`config.mk`:
```
export PLATFORM = sky130hd
export DESIGN_NAME = layer_sched
export DESIGN_NICKNAME = d
export VERILOG_FILES = /design/src/rtl/layer_pkg.sv /design/src/rtl/addr_cnt.sv /design/src/rtl/layer_sched.sv
export SDC_FILE = /design/constraint.sdc
export NUM_CORES = 1
export LEC_CHECK = 0
export BUFFER_PORTS_ARGS = -buffer_cell sky130_fd_sc_hd__buf_4
export CORE_MARGIN = 5
export CORE_UTILIZATION = 60
export DETAILED_ROUTE_END_ITERATION = 16
export GPL_ROUTABILITY_DRIVEN = 0
export PLACE_DENSITY_LB_ADDON = 0.2
export SYNTH_ARGS = -nofsm -noshare
export SYNTH_HDL_FRONTEND = slang
export SYNTH_SLANG_ARGS = --single-unit
```
`constraint.sdc`:
```
create_clock -name clk_in -period 5 [get_ports clk_in]
set_input_delay 0.75 -clock clk_in [delete_from_list [all_inputs] [get_ports clk_in]]
set_output_delay 0.75 -clock clk_in [all_outputs]
set_load 0.02 [all_outputs]
```
`src/rtl/layer_pkg.sv`:
```
`default_nettype none
// ============================================================================
// Module   : layer_pkg
// Brief    : Shared state encoding, default geometry and width helper for the
//            layer scheduler.
// Revision : 1.0 - initial release
// ============================================================================
package layer_pkg;

  // Scheduler states
  typedef enum logic [0:0] {
    ST_IDLE = 1'b0,
    ST_LOAD = 1'b1
  } state_t;

  // Default frame geometry
  localparam int LAYERS_DEF = 8;
  localparam int PIXELS_DEF = 64;
  localparam int BPP_DEF    = 3;

  // Fixed output widths
  localparam int ADDR_W = 6;
  localparam int LANES  = 4;

  // Counter width for a wrap value of v, never less than one bit
  function automatic int clog2_min1(input int v);
    return (v > 1) ? $clog2(v) : 1;
  endfunction

endpackage
`default_nettype wire

```
`src/rtl/addr_cnt.sv`:
```
`default_nettype none
// ============================================================================
// Module   : addr_cnt
// Brief    : Byte -> pixel -> layer cascade counter. The count outputs show
//            the slot of a byte accepted in the current cycle, so a clear
//            arriving together with an increment is seen as slot zero.
// Revision : 1.0 - initial release
// ============================================================================
module addr_cnt
  import layer_pkg::*;
#(
  parameter int LAYERS = LAYERS_DEF,
  parameter int PIXELS = PIXELS_DEF,
  parameter int BPP    = BPP_DEF,
  parameter int LW     = clog2_min1(LAYERS),
  parameter int PW     = clog2_min1(PIXELS),
  parameter int BW     = clog2_min1(BPP)
) (
  input  logic          i_clk,
  input  logic          i_rst_n,
  input  logic          i_clr,
  input  logic          i_inc,
  output logic [BW-1:0] o_byte,
  output logic [PW-1:0] o_pix,
  output logic [LW-1:0] o_lay,
  output logic          o_last
);

  localparam logic [BW-1:0] C_BYTE_MAX = BW'(BPP - 1);
  localparam logic [PW-1:0] C_PIX_MAX  = PW'(PIXELS - 1);
  localparam logic [LW-1:0] C_LAY_MAX  = LW'(LAYERS - 1);

  logic [BW-1:0] r_byte, w_byte, w_byte_nxt;
  logic [PW-1:0] r_pix,  w_pix,  w_pix_nxt;
  logic [LW-1:0] r_lay,  w_lay,  w_lay_nxt;
  logic          w_byte_end, w_pix_end, w_lay_end;

  // Effective current slot and its successor, wrapping each stage into the next
  always_comb begin
    w_byte     = i_clr ? '0 : r_byte;
    w_pix      = i_clr ? '0 : r_pix;
    w_lay      = i_clr ? '0 : r_lay;
    w_byte_end = (w_byte == C_BYTE_MAX);
    w_pix_end  = (w_pix == C_PIX_MAX);
    w_lay_end  = (w_lay == C_LAY_MAX);
    w_byte_nxt = w_byte_end ? '0 : w_byte + 1'b1;
    w_pix_nxt  = w_pix;
    w_lay_nxt  = w_lay;
    if (w_byte_end) begin
      w_pix_nxt = w_pix_end ? '0 : w_pix + 1'b1;
      if (w_pix_end) begin
        w_lay_nxt = w_lay_end ? '0 : w_lay + 1'b1;
      end
    end
  end

  // Advance on an accepted byte, otherwise honour a pending clear
  always_ff @(posedge i_clk or negedge i_rst_n) begin
    if (!i_rst_n) begin
      r_byte <= '0;
      r_pix  <= '0;
      r_lay  <= '0;
    end else if (i_inc) begin
      r_byte <= w_byte_nxt;
      r_pix  <= w_pix_nxt;
      r_lay  <= w_lay_nxt;
    end else if (i_clr) begin
      r_byte <= '0;
      r_pix  <= '0;
      r_lay  <= '0;
    end
  end

  assign o_byte = w_byte;
  assign o_pix  = w_pix;
  assign o_lay  = w_lay;
  assign o_last = w_byte_end && w_pix_end && w_lay_end;

endmodule
`default_nettype wire

```
`src/rtl/layer_sched.sv`:
```
`default_nettype none
// ============================================================================
// Module   : layer_sched
// Brief    : Distributes an incoming byte stream over LAYERS x PIXELS x BPP
//            storage as registered one-hot writes, with frame completion and
//            idle-timeout abort.
// Revision : 1.0 - initial release
// ============================================================================
module layer_sched
  import layer_pkg::*;
#(
  parameter int LAYERS  = LAYERS_DEF,
  parameter int PIXELS  = PIXELS_DEF,
  parameter int BPP     = BPP_DEF,
  parameter int TIMEOUT = 65535
) (
  input  logic              clk_in,
  input  logic              rst_n_in,
  input  logic              frame_start_in,
  input  logic              byte_rdy_in,
  input  logic [7:0]        byte_data_in,
  output logic [LAYERS-1:0] layer_en_out,
  output logic [ADDR_W-1:0] wr_addr_out,
  output logic [LANES-1:0]  byte_en_out,
  output logic [7:0]        byte_data_out,
  output logic              frame_rdy_out,
  output logic              busy_out,
  output logic              timeout_out
);

  localparam int LW = clog2_min1(LAYERS);
  localparam int PW = clog2_min1(PIXELS);
  localparam int BW = clog2_min1(BPP);
  localparam int TW = clog2_min1(TIMEOUT + 1);

  state_t            r_state;
  logic [TW-1:0]     r_tmo;
  logic [LAYERS-1:0] r_layer_en;
  logic [ADDR_W-1:0] r_addr;
  logic [LANES-1:0]  r_byte_en;
  logic [7:0]        r_data;
  logic              r_frame_rdy;
  logic              r_timeout;

  logic              w_load, w_accept, w_last, w_tmo_hit;
  logic [TW-1:0]     w_tmo_inc;
  logic [BW-1:0]     w_byte;
  logic [PW-1:0]     w_pix;
  logic [LW-1:0]     w_lay;
  logic [LAYERS-1:0] w_layer_oh;
  logic [LANES-1:0]  w_lane_oh;

  // A frame start makes this cycle a LOAD cycle, so a coincident byte counts
  assign w_load    = frame_start_in || (r_state == ST_LOAD);
  assign w_accept  = byte_rdy_in && w_load;
  assign w_tmo_inc = r_tmo + TW'(1);
  assign w_tmo_hit = (r_state == ST_LOAD) && !frame_start_in && !w_accept &&
                     (w_tmo_inc == TW'(TIMEOUT));

  addr_cnt #(
    .LAYERS (LAYERS),
    .PIXELS (PIXELS),
    .BPP    (BPP)
  ) u_addr_cnt (
    .i_clk   (clk_in),
    .i_rst_n (rst_n_in),
    .i_clr   (frame_start_in),
    .i_inc   (w_accept),
    .o_byte  (w_byte),
    .o_pix   (w_pix),
    .o_lay   (w_lay),
    .o_last  (w_last)
  );

  // Decode the current slot into layer and lane one-hot selects
  always_comb begin
    w_layer_oh = '0;
    w_lane_oh  = '0;
    for (int i = 0; i < LAYERS; i++) begin
      if (w_lay == LW'(i)) w_layer_oh[i] = 1'b1;
    end
    for (int i = 0; i < LANES; i++) begin
      if ((i < BPP) && (w_byte == BW'(i))) w_lane_oh[i] = 1'b1;
    end
  end

  // State, idle timer and the frame_rdy / timeout pulses
  always_ff @(posedge clk_in or negedge rst_n_in) begin
    if (!rst_n_in) begin
      r_state     <= ST_IDLE;
      r_tmo       <= '0;
      r_frame_rdy <= 1'b0;
      r_timeout   <= 1'b0;
    end else begin
      r_frame_rdy <= 1'b0;
      r_timeout   <= 1'b0;
      if (w_accept && w_last) begin
        r_state     <= ST_IDLE;
        r_tmo       <= '0;
        r_frame_rdy <= 1'b1;
      end else if (w_tmo_hit) begin
        r_state   <= ST_IDLE;
        r_tmo     <= '0;
        r_timeout <= 1'b1;
      end else if (w_load) begin
        r_state <= ST_LOAD;
        r_tmo   <= (frame_start_in || w_accept) ? '0 : w_tmo_inc;
      end
    end
  end

  // Registered write port: enables last one cycle, address/data hold
  always_ff @(posedge clk_in or negedge rst_n_in) begin
    if (!rst_n_in) begin
      r_layer_en <= '0;
      r_byte_en  <= '0;
      r_addr     <= '0;
      r_data     <= '0;
    end else begin
      r_layer_en <= w_accept ? w_layer_oh : '0;
      r_byte_en  <= w_accept ? w_lane_oh : '0;
      if (w_accept) begin
        r_addr <= ADDR_W'(w_pix);
        r_data <= byte_data_in;
      end
    end
  end

  assign layer_en_out  = r_layer_en;
  assign wr_addr_out   = r_addr;
  assign byte_en_out   = r_byte_en;
  assign byte_data_out = r_data;
  assign frame_rdy_out = r_frame_rdy;
  assign timeout_out   = r_timeout;
  assign busy_out      = (r_state == ST_LOAD);

endmodule
`default_nettype wire

```
==> out/metrics.cfg, run 1 <==
[status]
outcome=finished, final reports clean

[drt]
routedWlPerCell_um=13.79
ant_nets=0
initialDrtViolationCount=122
routed_wl_um=5046
via_per_inst=5.628
drc_errors=0
dr.pass1.iters=4
via_count=2060

[placement]
placed_area_um2=2984
place_hpwl_um=3590
io_buffers=39

[logic_synthesis]
synth-seq-cells=55
postSynthNetCount=300
synth_cell_types=46
async_flop_share=1.000
avgSynthCellArea_um2=9.597
ys.flop_type=dfrtp_1
synth.top_cell.area_share=0.5140
synth_seq_area_share=0.5140
synth_top_cell_by_area=dfrtp_1
syn_area_um2=2678
synthTopCellsByArea=dfrtp_1 51%, nand2_1 8.0%, ha_1 4.2%, nand3_1 2.8%, and3_1 2.6%
ys_warn_count=0
synth_cells=279
synth-edff-count=0

[clocking]
numCtsBuffers=5
path_clk_slew_ns=0.10
postCtsSetupRepairBufs=0
cts_tree=yes
ctsHtreeMaxLevel=2
postCtsHoldBufs=0
cts_resized=0
root_buffer=clkbuf_8
clock_latency_ns=0.30
cts.sinks=55
cts_buffer_depth=2

[critical_path]
critPathBufInv=0
cpMaxStageDelayCell=dfrtp_1
critPathTopFamily=compound AO/OA/AOI/OAI gates
crit_required_ns=5.20
critPathLaunchType=flip-flop
critPathKind=flip-flop to flip-flop
crit_path_max_fanout=19
cp_slowest_stage_delay_ns=0.53
critical_path_depth=8
worstSetupEndpointType=flip-flop
r2r_cells=8
crit_chain=ha_1, nand2_1, or4_4, or3b_4, a2111oi_4, a21oi_2, a21o_1, a22o_1
crit_arrival_ns=3.38

[global_route]
antenna_found_initial=0
grt_max_degree=56
grt_pass1_wl_um=9280
grt.overflow.total=0
grt_pass1_vias=2013
grtUsageTotal=0.1876

[timing]
finalCritPeriodShare=0.6371
skew_ns=0.006261
rsz0062_at_grt=false
tns_ns=0
fin_crit_ns=3.185
setup_viol=0
fmax_mhz=313.9
max_slew_margin=0.2668
hold_violations=0
worst_slew_pin_slew_ns=1.096
drv_slew=0

[worst_hold_path]
hp-class=input pin to asynchronous set/reset pin

[layout]
utilization=0.7049
n_antenna_cell=0
synthToLayoutAreaGrowth_pct=14.63
final_area_um2=3069
drive_gt1_frac=0.1847
register_area_um2=1376
multi_input_comb_area_um2=1190
fillerInstances=339
layout.nets=334

[floorplan]
die_area_um2=5898
io_pins=41
die_w_um=76.80
row_count=24
start_util=0.6149
core_um2=4354
die_h_um=76.80

[pwr]
power_uw=769.9
max-vdd-ir-drop_uv=134.9
p_per_area_nw_per_um2=250.8
p_leak_uw=0.001498

[run]
max-cap-violations=0

==> metrics by stage <==
stage	cells	worst slack [ns]	hold WS, ns
global placement	358	1.881	0.4599
detailed placement	358	1.779	0.4658
finish	366	1.815	0.4617
CTS	366	1.838	0.4871
floorplan	279	2.031	0.4544
global route	366	1.612	0.4979
==> logic make-up (layout without fill, tap and decap cells) <==
logic type               after synthesis  in the layout  share of synthesized area
AO/OA/AOI/OAI                         42             42                     0.1070
buffers and inverters                 26             61                    0.04159
flip-flops                            55             55                     0.5140
adder cells (fa/ha/maj)                9              9                    0.04206
AND/OR/NAND/NOR                      132            132                     0.2444
other                                  1              1                   0.001401
XOR/XNOR                               9              9                    0.02944
multiplexers                           5              5                    0.02009
==> layer usage <==
layer / wire length (µm) / up-vias / share of wire / GRT usage
li1: - / 1010 / - / -
met1: 2270 / 960 / 0.45 / 0.2571
met2: 2302 / 78 / 0.46 / 0.2852
met3: 396 / 12 / 0.078 / 0.05504
met4: 76 / 0 / 0.015 / 0.06294
met5: 0 / - / 0 / 0
==> sequential cells by signal, summed over array words and instances (netlist names) <==
register,cells
timeout_out,1
byte_data_out,8
u_addr_cnt.r_lay,3
byte_en_out,3
u_addr_cnt.r_byte,2
u_addr_cnt.r_pix,6
r_tmo,16
busy_out,1
layer_en_out,8
wr_addr_out,6
frame_rdy_out,1
==> worst paths after layout <==
| path | from | end | slack, ns |
|---|---|---|---|
| worst max-delay path | r_tmo[1] | r_tmo[7] | 1.81 |
| worst min-delay path | rst_n_in | layer_en_out[6] | 0.46 |
| worst max register to register | r_tmo[1] | r_tmo[7] | 1.81 |
| worst min register to register | byte_data_out[5] | byte_data_out[5] | 0.48 |
| max in group asynchronous | rst_n_in | u_addr_cnt.r_pix[4] | 4.11 |
| min in group clk_in | byte_data_out[5] | byte_data_out[5] | 0.48 |
==> Yosys cell counts, types with 2 or more instances <==
cell / n
nand2_1: 57
dfrtp_1: 55
nand3_1: 15
nor2_1: 15
inv_1: 12
a21oi_1: 11
and3_1: 11
clkbuf_1: 10
o21ai_0: 10
ha_1: 9
nand2b_1: 7
xnor2_1: 7
a22o_1: 5
nor3_1: 5
nor2b_1: 4
and2_1: 3
mux2_2: 3
o21ai_1: 3
o31ai_1: 3
a31oi_1: 2
buf_2: 2
mux2i_1: 2
nand4_1: 2
nor4b_1: 2
or3_1: 2
xor2_1: 2
==> power breakdown <==
part	total, µW	internal, µW	switching, µW	leakage, µW
Combinational	68.8	26.6	42.1	0.000717
Sequential	466	456	10.1	0.000741
Clock	235	98.2	137	0.0000412
Total	770	581	189	0.00150
==> cells in the final DEF (no fill, tap or decap), types with 5 or more instances in the layout <==
cell	n
a21oi_1	11
a22o_1	5
and3_1	11
buf_4	41
clkbuf_8	5
dfrtp_1	55
ha_1	9
inv_1	12
nand2_1	57
nand2b_1	7
nand3_1	15
nor2_1	15
nor3_1	5
o21ai_0	9
xnor2_1	7
==> area by class of cell <==
cell class                 count  share of cell area
clock buffer                   6             0.02364
clock inverter                 2            0.004077
inverter                      12             0.01468
multi-input combinational    198              0.3877
sequential                    55              0.4484
tap                           52             0.02120
timing repair buffer          41              0.1003
Power figures use the tool's default switching activity.
==> run 2, diff against run 1 <==
--- a/config.mk
+++ b/config.mk
@@ -7,7 +7,7 @@
 export LEC_CHECK = 0
 export BUFFER_PORTS_ARGS = -buffer_cell sky130_fd_sc_hd__buf_4
 export CORE_MARGIN = 5
-export CORE_UTILIZATION = 60
+export CORE_UTILIZATION = 51
 export DETAILED_ROUTE_END_ITERATION = 16
 export GPL_ROUTABILITY_DRIVEN = 0
 export PLACE_DENSITY_LB_ADDON = 0.2
==> constraint.sdc (replaced) <==
create_clock -name clk_in -period 2.7 [get_ports clk_in]
set_input_delay 0.405 -clock clk_in [delete_from_list [all_inputs] [get_ports clk_in]]
set_output_delay 0.405 -clock clk_in [all_outputs]
set_load 0.02 [all_outputs]
==> run 2 against run 1 <==
  * Power increased by 95%
  * First-iteration DRC count increased by 27%
  * Sequential cell count unchanged
  * Clock power increased by 110%
  * Critical endpoint is now r_tmo[12]
  * Highest routed layer unchanged
==> out/metrics.cfg, run 2 (same netlist as run 1, synthesis figures left out) <==
[timing]
setup_viol=0
drv_slew=0
worst_slew_pin_slew_ns=0.6831
skew_ns=0.008352
hold_violations=0
finalCritPeriodShare=0.9458
max_slew_margin=0.5446
fin_crit_ns=2.554
rsz0062_at_grt=false
fmax_mhz=391.6
tns_ns=0

[global_route]
grtUsageTotal=0.1702
grt.overflow.total=0
grt_pass1_vias=1871
grt_pass1_wl_um=8811
antenna_found_initial=0
grt_max_degree=56

[critical_path]
crit_end=r_tmo[12]
crit_arrival_ns=2.76
crit_required_ns=2.90
reg2reg_slack_ns=0.15
rr_endpoint=r_tmo[12]
r2r_cells=10
r2r-start=r_tmo[1]
worstSetupStartpoint=r_tmo[1]
worstSetupEndpointType=flip-flop
critPathKind=flip-flop to flip-flop
critPathLaunchType=flip-flop
crit_path_max_fanout=8

[layout]
largest_reg_flops=16
layout.nets=356
drive_gt1_frac=0.2411
synthToLayoutAreaGrowth_pct=22.66
final_common_cell=buf_4
layout_common_cells=62 x buf_4, 57 x nand2_1, 55 x dfrtp_1
final_cells=406
largest_register=r_tmo
utilization=0.6431
n_antenna_cell=0

[clocking]
clock_latency_ns=0.31
cts_buffer_depth=2
cts.sinks=55
ctsHtreeMaxLevel=2
root_buffer=clkbuf_8
path_clk_slew_ns=0.09
numCtsBuffers=5
cts_resized=0
cts_tree=yes

[floorplan]
die_w_um=82.46
die_h_um=82.46
start_util=0.5243
row_count=26
core_um2=5107
io_pins=41
die_area_um2=6799

[drt]
drc_errors=0
dr.pass1.iters=4
routed_wl_um=5502
ant_nets=0
via_per_inst=5.234
via_count=2125
initialDrtViolationCount=155
routedWlPerCell_um=13.55

[placement]
place_hpwl_um=3828
place_inst=394
io_buffers=39

[run]
max-cap-violations=0

[pwr]
p_leak_uw=0.001620
p_per_area_nw_per_um2=457.3
max-vdd-ir-drop_uv=327.6

[status]
outcome=finished, final reports clean

[worst_hold_path]
hp-class=input pin to asynchronous set/reset pin

==> run 2: per-stage QoR <==
stage	instance area [µm²]	total power, µW	setup WS, ns	hold WS, ns
after floorplan	2686	948.0	0.0002367	0.1094
after global placement	3149	1017	0.1345	0.4589
after detailed placement	3149	1020	-0.01275	0.4636
after CTS	3253	1518	0.08081	0.1549
after global routing	3284	1573	0.03556	0.1810
final	3284	1502	0.1464	0.1248
==> run 2: area by class of cell <==
cell class	count	area, µm²
fill	419	1823
sequential	55	1376
multi-input combinational	199	1206
timing repair buffer	62	465.4
clock buffer	7	96.34
tap	70	87.58
inverter	12	45.04
clock inverter	1	7.507
==> run 2: critical path, stage by stage, from the launching register on <==
cell	delay (ns)
dfrtp_1	0.36
ha_1	0.17
nand2_1	0.07
or4_4	0.46
or3b_4	0.43
a2111oi_4	0.28
buf_4	0.20
a21oi_4	0.10
buf_4	0.19
a21oi_1	0.12
o21ai_1	0.07
==> run 2: worst min-delay path by stage <==
stage / from / endpoint / slack [ns] / cells past startpoint
2_1_floorplan: rst_n_in / busy_out / 0.11 / 0
3_3_place_gp: byte_data_out[3] / byte_data_out[3] / 0.46 / 2
3_5_place_dp: byte_data_out[5] / byte_data_out[5] / 0.46 / 2
4_1_cts: rst_n_in / r_tmo[1] / 0.15 / 1
5_1_grt: rst_n_in / layer_en_out[1] / 0.18 / 1
6_report: rst_n_in / layer_en_out[1] / 0.12 / 1
==> run 2: power breakdown <==
group          internal [µW]  switching [µW]  total [µW]
registers                844            13.1         857
clock network            234             264         497
logic                   60.0            87.6         148
total                   1140             364        1500
==> run 2: timing repair <==
action | 4_1_cts | 5_1_grt
setup buffers | 0 | 3
setup endpoints to repair | 0 | 5
hold buffers | 0 | 0
==> run 2: layer usage <==
metal,GRT usage,wire (µm),up-vias
met4,0.06146,80,0
li1,-,-,1056
met2,0.2540,2526,59
met1,0.2380,2512,1002
met3,0.04447,382,8
met5,0,0,-
==> run 3, diff against run 2 <==
--- a/config.mk
+++ b/config.mk
@@ -6,8 +6,10 @@
 export NUM_CORES = 1
 export LEC_CHECK = 0
 export BUFFER_PORTS_ARGS = -buffer_cell sky130_fd_sc_hd__buf_4
+export CELL_PAD_IN_SITES_DETAIL_PLACEMENT = 1
+export CELL_PAD_IN_SITES_GLOBAL_PLACEMENT = 2
 export CORE_MARGIN = 5
-export CORE_UTILIZATION = 51
+export CORE_UTILIZATION = 32
 export DETAILED_ROUTE_END_ITERATION = 16
 export GPL_ROUTABILITY_DRIVEN = 0
 export PLACE_DENSITY_LB_ADDON = 0.2
==> run 3 against run 2 <==
  * Clock power rose by 17%
  * Global-route usage fell by 4.3 points
  * Die area rose by 51%
  * Hold slack got worse by 0.0019 ns
  * Core utilization fell by 23 points
  * Register-to-register slack got worse by 0.04 ns
  * Setup slack got worse by 0.045 ns
  * Final cell count rose by 8.9%
==> out/metrics.cfg, run 3 (same netlist as run 1, synthesis figures left out) <==
[status]
outcome=finished, final reports clean

[clocking]
clock_latency_ns=0.31
cts_tree=yes
root_buffer=clkbuf_8
cts_resized=0
cts_buffer_depth=2
numCtsBuffers=5
ctsHtreeMaxLevel=2
path_clk_slew_ns=0.10
postCtsHoldBufs=0
cts.sinks=55
postCtsSetupRepairBufs=0

[timing]
finalCritPeriodShare=0.9624
skew_ns=0.003690
max_slew_margin=0.5210
hold_violations=0
drv_slew=0
fin_crit_ns=2.598
fmax_mhz=384.8
tns_ns=0
worst_slew_pin_slew_ns=0.7185
rsz0062_at_grt=false
setup_viol=0

[critical_path]
crit_path_max_fanout=17
critPathLaunchType=flip-flop
worstSetupEndpointType=flip-flop
crit_required_ns=2.91
r2r_cells=7
critPathKind=flip-flop to flip-flop
crit_arrival_ns=2.81

[placement]
io_buffers=39
place_hpwl_um=4556
placed_area_um2=3207

[layout]
largest_register=r_tmo
final_common_cell=buf_4
multi_input_comb_area_um2=1204
fillerInstances=970
layout_common_cells=64 x buf_4, 57 x nand2_1, 55 x dfrtp_1
n_antenna_cell=0
largest_reg_flops=16
synthToLayoutAreaGrowth_pct=25.28
layout.nets=357
drive_gt1_frac=0.2463
final_area_um2=3354
register_area_um2=1376

[drt]
ant_nets=0
drc_errors=0
routed_wl_um=6341
initialDrtViolationCount=29
via_per_inst=4.846
dr.pass1.iters=4
routedWlPerCell_um=14.35
via_count=2142

[pwr]
p_per_area_nw_per_um2=473.4
p_leak_uw=0.001640
max-vdd-ir-drop_uv=212.8

[global_route]
grtUsageTotal=0.1271
grt_pass1_wl_um=10470
antenna_found_initial=0
grt.overflow.total=0
grt_max_degree=56
grt_pass1_vias=2193

[floorplan]
start_util=0.3275
core_um2=8175
io_pins=41
die_w_um=101.5
row_count=33
die_area_um2=10300
die_h_um=101.5

[worst_hold_path]
hp-class=input pin to asynchronous set/reset pin

[run]
max-cap-violations=0

-- run 3: area by class of cell --
cell class	count	share of cell area
Multi-Input combinational cell	198	0.3588
Timing Repair Buffer	64	0.1432
Clock buffer	6	0.02462
Sequential cell	55	0.4103
Inverter	12	0.01343
Clock inverter	2	0.01044
Tap cell	105	0.03916
-- run 3: metrics by stage --
| step | setup slack (ns) | util | power, µW | hold WS [ns] | instances |
|---|---|---|---|---|---|
| global route | 0.01982 | 0.4103 | 1661 | 0.2089 | 442 |
| floorplan | 0.0002367 | - | 948.0 | 0.1094 | 279 |
| global placement | 0.07833 | 0.3923 | 1023 | 0.4601 | 430 |
| finish | 0.1015 | 0.4103 | 1588 | 0.1229 | 442 |
| CTS | 0.03780 | 0.4066 | 1612 | 0.1751 | 438 |
| detailed placement | 0.01888 | 0.3923 | 1026 | 0.4681 | 430 |
-- run 3: critical path: stages (launching register included) --
cell	delay, ns
dfrtp_1	0.46
nand3_4	0.08
or4_4	0.54
or3b_4	0.42
a2111oi_4	0.39
a21oi_4	0.21
a21o_1	0.22
a22o_1	0.17
-- run 3: path summary, 6_finish.rpt --
check,from,to,slack [ns]
max,r_tmo[5],r_tmo[7],0.10
max in group asynchronous,rst_n_in,r_tmo[0],2.08
min reg2reg,wr_addr_out[3],wr_addr_out[3],0.48
min,rst_n_in,r_tmo[4],0.12
max reg2reg,r_tmo[5],r_tmo[7],0.10
min in group clk_in,byte_data_in[5],byte_data_out[5],0.29
-- run 3: power breakdown --
part / internal (µW) / switching (µW)
Clock: 301 / 280
Sequential: 844 / 13.4
Combinational: 60.8 / 89.4
Total: 1210 / 382
-- run 3: metal layers --
layer  GRT usage  up-vias  share of wire  wire (µm)
met5           0        -              0          0
met4     0.03681        0          0.014         86
met3     0.02273        7          0.043        273
met2      0.2208       41           0.47       3007
met1      0.1616     1041           0.47       2974
li1            -     1053              -          -
